`config.mk`:
```
export PLATFORM = sky130hd
export DESIGN_NAME = prog_mem_loader_flat
export DESIGN_NICKNAME = d
export VERILOG_FILES = /design/src/rtl/mips_pkg.sv /design/src/rtl/prog_mem_loader_if.sv /design/src/rtl/prog_mem_loader_byte_packer.sv /design/src/rtl/prog_mem_loader.sv /design/src/flat_wrapper.sv
export SDC_FILE = /design/constraint.sdc
export NUM_CORES = 1
export LEC_CHECK = 0
export BUFFER_PORTS_ARGS = -buffer_cell sky130_fd_sc_hd__buf_2
export CELL_PAD_IN_SITES_DETAIL_PLACEMENT = 1
export CELL_PAD_IN_SITES_GLOBAL_PLACEMENT = 2
export CORE_UTILIZATION = 41
export CTS_BUF_LIST = sky130_fd_sc_hd__clkbuf_8
export CTS_CLUSTER_DIAMETER = 120
export CTS_CLUSTER_SIZE = 8
export DETAILED_ROUTE_END_ITERATION = 6
export PLACE_DENSITY_LB_ADDON = 0.15
export SLEW_MARGIN = 20
export SYNTH_ARGS = -nofsm -noshare
export SYNTH_HDL_FRONTEND = slang
export SYNTH_SLANG_ARGS = --single-unit
```
`constraint.sdc`:
```
create_clock -name clk -period 8.2 [get_ports clk]
set_clock_uncertainty 0.15 [all_clocks]
set_input_delay 1.23 -clock clk [delete_from_list [all_inputs] [get_ports clk]]
set_output_delay 1.23 -clock clk [all_outputs]
set_load 0.005 [all_outputs]
```
`src/rtl/mips_pkg.sv`:
```
// Shared loader types and widths: word/byte geometry and the loader FSM state encoding.
package mips_pkg;

    localparam int WORD_W         = 32;
    localparam int BYTE_W         = 8;
    localparam int BYTES_PER_WORD = 4;

    typedef enum logic [2:0] {
        HDR   = 3'd0,
        LOAD  = 3'd1,
        CSUM  = 3'd2,
        DONE  = 3'd3,
        ERROR = 3'd4
    } loader_state_t;

    // Program-memory capacity in words for a given word-address width.
    function automatic logic [WORD_W-1:0] capacity_words(input int addr_w);
        return 32'd1 << addr_w;
    endfunction

endpackage

```
`src/rtl/prog_mem_loader_if.sv`:
```
// Byte-stream input and program-memory write port of the loader, bundled as one interface.
interface prog_mem_loader_if #(
    parameter int ADDR_W = 8
);
    logic                          in_valid;
    logic [mips_pkg::BYTE_W-1:0]   in_data;
    logic                          in_ready;
    logic                          mem_we;
    logic [ADDR_W-1:0]             mem_addr;
    logic [mips_pkg::WORD_W-1:0]   mem_wdata;

    // Byte source / memory side.
    modport master (
        output in_valid, in_data,
        input  in_ready, mem_we, mem_addr, mem_wdata
    );

    // Loader side.
    modport slave (
        input  in_valid, in_data,
        output in_ready, mem_we, mem_addr, mem_wdata
    );
endinterface

```
`src/rtl/prog_mem_loader_byte_packer.sv`:
```
// Collects accepted bytes big-endian into 32-bit words; word_valid pulses with the 4th byte.
module byte_packer
    import mips_pkg::*;
(
    input  logic              clk,
    input  logic              reset,
    input  logic              byte_valid,
    input  logic [BYTE_W-1:0] byte_data,
    output logic [WORD_W-1:0] word,
    output logic              word_valid
);
    localparam int              CNT_W = $clog2(BYTES_PER_WORD);
    localparam logic [CNT_W-1:0] LAST = CNT_W'(BYTES_PER_WORD - 1);

    logic [CNT_W-1:0]         byte_cnt_reg;
    logic [WORD_W-BYTE_W-1:0] shift_reg;

    always_ff @(posedge clk or posedge reset) begin
        if (reset) begin
            byte_cnt_reg <= '0;
            shift_reg    <= '0;
        end else if (byte_valid) begin
            byte_cnt_reg <= byte_cnt_reg + 1'b1;
            shift_reg    <= {shift_reg[WORD_W-2*BYTE_W-1:0], byte_data};
        end
    end

    // The final byte is merged combinationally so the word is usable on its accepting edge.
    assign word       = {shift_reg, byte_data};
    assign word_valid = byte_valid && (byte_cnt_reg == LAST);

endmodule

```
`src/rtl/prog_mem_loader.sv`:
```
// Program-memory loader: header word N, then N words written to addresses 0..N-1; releases cpu_reset when done.
// Define LOADER_CHECKSUM_EN to require a trailing word equal to the mod-2**32 sum of the data words.
module prog_mem_loader
    import mips_pkg::*;
#(
    parameter int ADDR_W = 8,
    parameter int DATA_W = WORD_W
) (
    input  logic             clk,
    input  logic             reset,
    prog_mem_loader_if.slave bus,
    output logic             cpu_reset,
    output logic             done,
    output logic             error
);
    localparam logic [2:0] S_HDR   = HDR;
    localparam logic [2:0] S_LOAD  = LOAD;
    localparam logic [2:0] S_DONE  = DONE;
    localparam logic [2:0] S_ERROR = ERROR;
`ifdef LOADER_CHECKSUM_EN
    localparam logic [2:0] S_CSUM  = CSUM;
    localparam logic [2:0] S_TAIL  = S_CSUM;
`else
    localparam logic [2:0] S_TAIL  = S_DONE;
`endif
    localparam logic [WORD_W-1:0] CAPACITY = capacity_words(ADDR_W);

    logic [2:0]        state_reg, state_next;
    logic [ADDR_W:0]   word_cnt_reg, word_cnt_next;
    logic [ADDR_W:0]   n_reg, n_next;
    logic              in_ready_reg, in_ready_next;
    logic              mem_we_reg, mem_we_next;
    logic [ADDR_W-1:0] mem_addr_reg, mem_addr_next;
    logic [DATA_W-1:0] mem_wdata_reg, mem_wdata_next;
    logic              cpu_reset_reg, cpu_reset_next;
`ifdef LOADER_CHECKSUM_EN
    logic [WORD_W-1:0] sum_reg, sum_next;
`endif

    logic              accept;
    logic              word_valid;
    logic [WORD_W-1:0] word;

    assign accept = bus.in_valid && in_ready_reg;

    byte_packer u_packer (
        .clk        (clk),
        .reset      (reset),
        .byte_valid (accept),
        .byte_data  (bus.in_data),
        .word       (word),
        .word_valid (word_valid)
    );

    always_comb begin
        state_next     = state_reg;
        word_cnt_next  = word_cnt_reg;
        n_next         = n_reg;
        mem_we_next    = 1'b0;
        mem_addr_next  = mem_addr_reg;
        mem_wdata_next = mem_wdata_reg;
`ifdef LOADER_CHECKSUM_EN
        sum_next       = sum_reg;
`endif
        case (state_reg)
            S_HDR: begin
                if (word_valid) begin
                    if (word > CAPACITY) begin
                        state_next = S_ERROR;
                    end else if (word == '0) begin
                        state_next = S_TAIL;
                    end else begin
                        n_next     = word[ADDR_W:0];
                        state_next = S_LOAD;
                    end
                end
            end
            S_LOAD: begin
                if (word_valid) begin
                    mem_we_next    = 1'b1;
                    mem_addr_next  = word_cnt_reg[ADDR_W-1:0];
                    mem_wdata_next = word;
                    word_cnt_next  = word_cnt_reg + 1'b1;
`ifdef LOADER_CHECKSUM_EN
                    sum_next       = sum_reg + word;
`endif
                    if (word_cnt_next == n_reg) begin
                        state_next = S_TAIL;
                    end
                end
            end
`ifdef LOADER_CHECKSUM_EN
            S_CSUM: begin
                if (word_valid) begin
                    state_next = (word == sum_reg) ? S_DONE : S_ERROR;
                end
            end
`endif
            default: begin
            end
        endcase

        // in_ready tracks the state being entered so it is never high in DONE/ERROR.
        case (state_next)
            S_HDR, S_LOAD: in_ready_next = 1'b1;
`ifdef LOADER_CHECKSUM_EN
            S_CSUM:        in_ready_next = 1'b1;
`endif
            default:       in_ready_next = 1'b0;
        endcase

        // Released one cycle after DONE entry, i.e. after the last write pulse.
        cpu_reset_next = cpu_reset_reg && (state_reg != S_DONE);
    end

    always_ff @(posedge clk or posedge reset) begin
        if (reset) begin
            state_reg     <= S_HDR;
            word_cnt_reg  <= '0;
            n_reg         <= '0;
            in_ready_reg  <= 1'b0;
            mem_we_reg    <= 1'b0;
            mem_addr_reg  <= '0;
            mem_wdata_reg <= '0;
            cpu_reset_reg <= 1'b1;
`ifdef LOADER_CHECKSUM_EN
            sum_reg       <= '0;
`endif
        end else begin
            state_reg     <= state_next;
            word_cnt_reg  <= word_cnt_next;
            n_reg         <= n_next;
            in_ready_reg  <= in_ready_next;
            mem_we_reg    <= mem_we_next;
            mem_addr_reg  <= mem_addr_next;
            mem_wdata_reg <= mem_wdata_next;
            cpu_reset_reg <= cpu_reset_next;
`ifdef LOADER_CHECKSUM_EN
            sum_reg       <= sum_next;
`endif
        end
    end

    assign bus.in_ready  = in_ready_reg;
    assign bus.mem_we    = mem_we_reg;
    assign bus.mem_addr  = mem_addr_reg;
    assign bus.mem_wdata = mem_wdata_reg;
    assign cpu_reset     = cpu_reset_reg;
    assign done          = (state_reg == S_DONE);
    assign error         = (state_reg == S_ERROR);

endmodule

```
`src/flat_wrapper.sv`:
```
// flat-port wrapper written by rule: the top's interface ports become plain ports
module prog_mem_loader_flat import mips_pkg::*;
#(
    parameter int ADDR_W = 8,
    parameter int DATA_W = WORD_W
)
  (clk, reset, cpu_reset, done, error, bus_in_valid, bus_in_data, bus_in_ready, bus_mem_we, bus_mem_addr, bus_mem_wdata);
  prog_mem_loader_if #(.ADDR_W(ADDR_W)) bus_i ();
  input  logic clk;
  input  logic reset;
  output logic cpu_reset;
  output logic done;
  output logic error;
  input wire logic [$bits(bus_i.in_valid)-1:0] bus_in_valid;
  input wire logic [$bits(bus_i.in_data)-1:0] bus_in_data;
  output wire logic [$bits(bus_i.in_ready)-1:0] bus_in_ready;
  output wire logic [$bits(bus_i.mem_we)-1:0] bus_mem_we;
  output wire logic [$bits(bus_i.mem_addr)-1:0] bus_mem_addr;
  output wire logic [$bits(bus_i.mem_wdata)-1:0] bus_mem_wdata;
  assign bus_i.in_valid = bus_in_valid;
  assign bus_i.in_data = bus_in_data;
  assign bus_in_ready = bus_i.in_ready;
  assign bus_mem_we = bus_i.mem_we;
  assign bus_mem_addr = bus_i.mem_addr;
  assign bus_mem_wdata = bus_i.mem_wdata;
  prog_mem_loader #(.ADDR_W(ADDR_W), .DATA_W(DATA_W)) u_core (.clk(clk), .reset(reset), .bus(bus_i), .cpu_reset(cpu_reset), .done(done), .error(error));
endmodule
```
* Word-level counts from Yosys, hierarchy flattened *
Cells that the tools add are included.

storage, ports and cells
  output and inout bits = 45
  register bits after elaboration = 90
  bits of input ports = 11
  logic and storage cells = 40

operators by class
  bitwise logic cells = 2
  multiplexer cells = 9
  reduce and logical (&&, ||, !) cells = 9
  $add $sub $neg = 2
  magnitude comparators = 1
  eq/ne operators = 7

operator list
  kind                                                            count
  greater-than comparator 32 x 9 -> 1 bit, second input constant  1
  logical NOT 32 bit                                              1
  2-to-1 mux 3 bit                                                4
  adder 9 x 1 -> 9 bit, second input constant                     1
  equality test 9 bit                                             1
  equality test 3 x 1 -> 1 bit, second input constant             2
  logical NOT 3 bit                                               2
  case mux 3 bit (2 select lines)                                 1
  AND reduction 4 bit                                             1
  equality test 3 x 2 -> 1 bit, second input constant             1
  equality test 3 bit, second input constant                      1
  logical AND 1 bit                                               3
  2-to-1 mux 1 bit                                                3
  != test 3 x 2 -> 1 bit, second input constant                   1
  adder 2 x 1 -> 2 bit, second input constant                     1
  equality test 2 bit, second input constant                      1
  2-to-1 mux 2 bit                                                1
  inverter 1 bit                                                  2
  AND reduction 2 bit                                             1
  OR reduction 2 bit                                              1

* Longest topological paths before layout *
  depth after elaboration = 8
  mapped depth = 7
  gate-level depth less buffers = 6

* Cells and area by module *
Synthesis repeated with hierarchy kept, for this count alone.

unflattened totals
  cell total of the unflattened synthesis = 278
  area total of the unflattened synthesis = 4,043.9 um^2

by module, submodules not included
  module           instances  seq. area each (um^2)  cells an instance  area each (um^2)
  prog_mem_loader  1          1,602.8                212                2,901.5
  byte_packer      1          650.6                  66                 1,142.3

* Worst setup path before layout *
No wires, ideal clock.

  path type = input to register
  start = in bus_in_data[7]
  end = reg u_core.n_reg[0]
  path buffers = 0
  arrival time = 2.314 ns
  path slack = 5.611 ns
  required time = 7.925 ns
  library setup time = 0.125 ns
  stages on the path = 5
  cells stage by stage = nor4_1 > a21boi_1 > nor2_4 > nand3_4 > mux2_4

between the ends
  cells in the longest elaborated chain, start to end = 3
  elaborated cells between the ends (all ways) = 5
  those cells by class = order compare (1); bitwise (2); reduce/logical (2)

RTL lines
  element                                                                               RTL line                                      text
  from (decl)                                                                           flat_wrapper.sv:15                            input wire logic [$bits(bus_i.in_data)-1:0] bus_in_data;
  greater-than comparator 32 x 9 -> 1 bit / logical NOT 32 bit (equally long branches)  prog_mem_loader.sv:68, prog_mem_loader.sv:70
  inverter 1 bit (no line)                                                              --
  AND reduction 4 bit (no line) (*)                                                     --
  to (signal assigned)                                                                  prog_mem_loader.sv:132                        n_reg <= n_next;
  to (decl)                                                                             prog_mem_loader.sv:30                         logic [ADDR_W:0] n_reg, n_next;

Every way passes the cells marked *; elsewhere a longest branch is shown, timed or not.
A chain may end at the register's enable or synchronous reset.

* Worst setup path after layout *
  start = in bus_in_valid
  end = reg u_core.in_ready_reg (netlist: u_core.bus.in_ready)

between the ends
  cells in the longest elaborated chain, start to end = 7
  elaborated cells between the ends (all ways) = 9
  those cells by class = eq/ne (1); mux (4); reduce/logical (4)

RTL lines
  element                                                                   RTL line                                      text
  from (decl)                                                               flat_wrapper.sv:14                            input wire logic [$bits(bus_i.in_valid)-1:0] bus_in_valid;
  logical AND 1 bit (*)                                                     prog_mem_loader.sv:44                         assign accept = bus.in_valid && in_ready_reg;
  logical AND 1 bit (*)                                                     prog_mem_loader_byte_packer.sv:30             assign word_valid = byte_valid && (byte_cnt_reg == LAST);
  2-to-1 mux 3 bit (on tied branches)                                       prog_mem_loader.sv:79, prog_mem_loader.sv:67
  case mux 3 bit (2 select lines) (*)                                       prog_mem_loader.sv:65                         case (state_reg)
  equality test 3 x 1 -> 1 bit / logical NOT 3 bit (equally long branches)  prog_mem_loader.sv:104                        case (state_next)
  OR reduction 2 bit (*)                                                    prog_mem_loader.sv:104
  2-to-1 mux 1 bit (*)                                                      prog_mem_loader.sv:104
  net u_core.in_ready_next                                                  prog_mem_loader.sv:31                         logic in_ready_reg, in_ready_next;
  to (signal assigned)                                                      prog_mem_loader.sv:133                        in_ready_reg <= in_ready_next;
  to (decl)                                                                 prog_mem_loader.sv:31

Mark *: on every way through the listed nets, which the timed path passes. The rest lies on a longest branch.

==> impl_summary.txt <==
----------------------------------------------------
[Routing]
  DRC errors left ... 0
  Vias per inst ... 5.11
  Number of search-and-repair iterations in the first detailed-routing pass ... 4
  Drt first-iter violations ... 96
  Vias ... 2,694
  Overall routed net length ... 8580 um
  Post-route antenna net violation count ... 0
  Routed length per placed instance ... 16.3 um

[Yosys]
  Post-Synthesis Net Count ... 370
  Number of synthesized register bits ... 90
  Instance count of the mapped netlist ... 357
  Share of flip-flops with an asynchronous set or reset after synthesis ... 100%
  Number of synthesized flops with an enable pin ... 0
  Average instance area after synthesis ... 10.8 sq um
  Synth Warn # ... 0
  Predominant post-synthesis flop cell ... dfrtp_1
  Seq/Total Area, Yosys ... 58.3%
  Area share of the largest cell type after synthesis ... 57.6%
  Cell area after technology mapping ... 3870 sq um
  Top cells by area in the synthesized netlist ... dfrtp_1, nand2_1, mux2_2, mux2_4, xnor2_1
  Count of cell types in the netlist ... 48
  Cell taking the most area after synthesis ... dfrtp_1

[Floorplan]
  DIE HEIGHT ... 99.1 um
  Die Wd ... 99.1 um
  Area enclosed by the die boundary ... 9820 sq um
  Starting density of the core ... 42.1%
  Number of cell rows ... 35
  Top-Level Pins ... 56
  Core area ... 9200 sq um

[Critical path]
  Worst reg2reg path startpoint ... u_core.bus.in_ready$_DFF_PP0_
  Endpoint of the most critical register-to-register path ... u_core.bus.in_ready$_DFF_PP0_
  Library cell contributing the largest single delay on the critical path ... inv_2
  Cell with the most instances on the worst path ... nand4_1
  CP cell instances ... buf_2 -> and2_1 -> nand4_1 -> inv_2 -> nand4_1 -> nor4_2 -> a21oi_1
  CP Class ... in -> reg
  Critical-path maximum fanout ... 45
  Worst endpoint data arrival time ... 3.16 ns
  Sort of element at the end of the critical path ... flop
  Depth of the most critical reg-to-reg path ... 6
  Required time of the critical path ... 8.28 ns
  Start point of the critical path ... bus_in_valid
  Category of the worst setup path launch point ... input pin
  Worst R2R Setup Slack ... 5.67 ns
  Slowest stage delay, CP ... 0.60 ns

[Worst hold path]
  Classification of the worst-slack hold path ... reg -> reg
  WHS Endpoint ... u_core.bus.mem_wdata[17]$_DFFE_PP0P_
  Worst Hold Launch ... u_core.bus.mem_wdata[17]$_DFFE_PP0P_
  WHS Path Cells ... 2

[Pwr]
  P per Cell Area ... 235 nW/um^2
  Post-route total power ... 1.04 mW
  Static Leak ... 2.32 nW
  Worst VDD drop ... 0.0922 mV

[Clocking]
  Postcts setup bufs ... 0
  CTS Hold Buffers Added ... 0
  Maximum level of the CTS H-tree ... 3
  Clock tree from TritonCTS ... done
  Worst skew pair latency ... 0.36 ns
  Root Buffer Master ... clkbuf_8
  Number of gates given a new drive strength after cts ... 0
  Clock Sink Count ... 90
  Clock slew seen by the registers of the worst setup and hold paths ... 0.10 ns
  Cts bufs inserted ... 9
  Largest buffer count on any clock path ... 2

[Timing]
  Final slew viol count ... 0
  Period Utilization, post-route ... 37.5%
  Final hold slack ... 0.325 ns
  Count of endpoints failing setup in the final report ... 0
  Hold Fails Final Rpt ... 0
  Maximum frequency from static timing analysis ... 326 MHz
  Final sum of negative setup slack ... 0 ns
  Max-Slew Margin vs Limit ... 44.5%
  RSZ-0062 raised after global routing ... no
  Tmin final ... 3.07 ns
  Actual transition at the worst max-transition pin ... 0.832 ns

[Status]
  Status ... completed

[Layout]
  Final cell utilization of the core ... 48.0%
  Diode insertion count for antenna repair ... 0
  Number of flip-flops under the largest register name ... 32
  Net count, final ... 424
  Most common cell after layout, fill and taps aside ... nand2_1
  Syn-to-layout area delta ... 14.1%
  Fraction of layout instances using a drive strength above 1 ... 28.4%
  Commonest non-fill, non-tap cells in the layout ... nand2_1, dfrtp_1, buf_2
  FILL cells ... 1,051

[GRT]
  Global route total overflow ... 0
  Overall fraction of global-route tracks in use ... 20.0%
  Vias in the first global route ... 2,854
  First-pass GRT wire length ... 15,100 um
  Antenna violations before repair ... 0
  Maximum number of pins on one net before global-route repair ... 66

[Placed design]
  Number of port buffers ... 55
  Final HPWL from detailed placement ... 5670 um
  Final RePlAce weighted congestion ... 0.762

[Job]
  Max-cap violation count ... 0

----------------------------------------------------
## how the worst max path moves through the flow
| stage | endpoint | slack [ns] | cells past startpoint |
|---|---|---|---|
| detailed placement | u_core.bus.in_ready$_DFF_PP0_ | 4.70 | 7 |
| floorplan | u_core.bus.in_ready$_DFF_PP0_ | 4.49 | 1 |
| global placement | u_core.bus.in_ready$_DFF_PP0_ | 4.81 | 7 |
| CTS | u_core.bus.in_ready$_DFF_PP0_ | 5.09 | 7 |
| global route | u_core.bus.in_ready$_DFF_PP0_ | 4.84 | 7 |
| finish | u_core.bus.in_ready$_DFF_PP0_ | 5.13 | 7 |
## per-stage QoR
stage / setup WS (ns) / instance area [sq um] / std cells
after floorplan: 4.49 / 3870 / 357
after global placement: 4.81 / 4230 / 511
after detailed placement: 4.70 / 4230 / 511
after CTS: 5.09 / 4410 / 527
after global routing: 4.84 / 4410 / 527
final: 5.13 / 4410 / 527
## kinds of logic (layout without fill, tap and decap cells)
family          Yosys count  count (layout)  synth area share [%]
simple gates            176             176                  20.5
flops                    90              90                  58.3
mux                      34              34                  10.8
xor+xnor                 20              20                  4.53
buf+inv                  19              78                  2.36
compound gates           16              16                  2.88
fa+ha+maj                 2               2                 0.647
## power by group
group	total, mW	internal (mW)	switching [mW]
registers	0.596	0.516	0.0804
clock network	0.286	0.121	0.165
logic	0.155	0.0906	0.0642
## worst max-delay path: cells and delay by family
family,cells,cell delay (ns)
AO/OA/AOI/OAI,1,0.11
buffers and inverters,2,0.69
AND/OR/NAND/NOR,4,1.10
## synthesized netlist by cell type (all sizes together), types with 2 or more instances
cell type / number
clkbuf: 4
nor2: 9
or3: 2
ha: 2
o31ai: 3
and3b: 2
inv: 5
xor2: 8
xnor2: 12
mux2: 34
o21ai: 2
nand3: 5
buf: 10
nor3: 6
dfrtp: 89
nand4: 5
nor4: 9
nand2: 129
a21oi: 3
a21boi: 2
## metal layers
metal  up-vias  part of all wire, %  track usage, %
met5         -                    0               0
met4         0                  1.9            8.48
met3        14                  2.5            3.16
met2        50                   44            29.3
met1      1339                   51            29.6
li1       1291                    -               -
## area by class of cell
class	count	area (sq um)	area share, %
inverter	5	20.0	0.454
sequential	90	2250	51.1
clock inverter	6	50.0	1.13
tap	111	139	3.15
multi-input combinational	248	1520	34.5
clock buffer	10	138	3.12
timing repair buffer	57	290	6.58
Power figures use the tool's default switching activity.
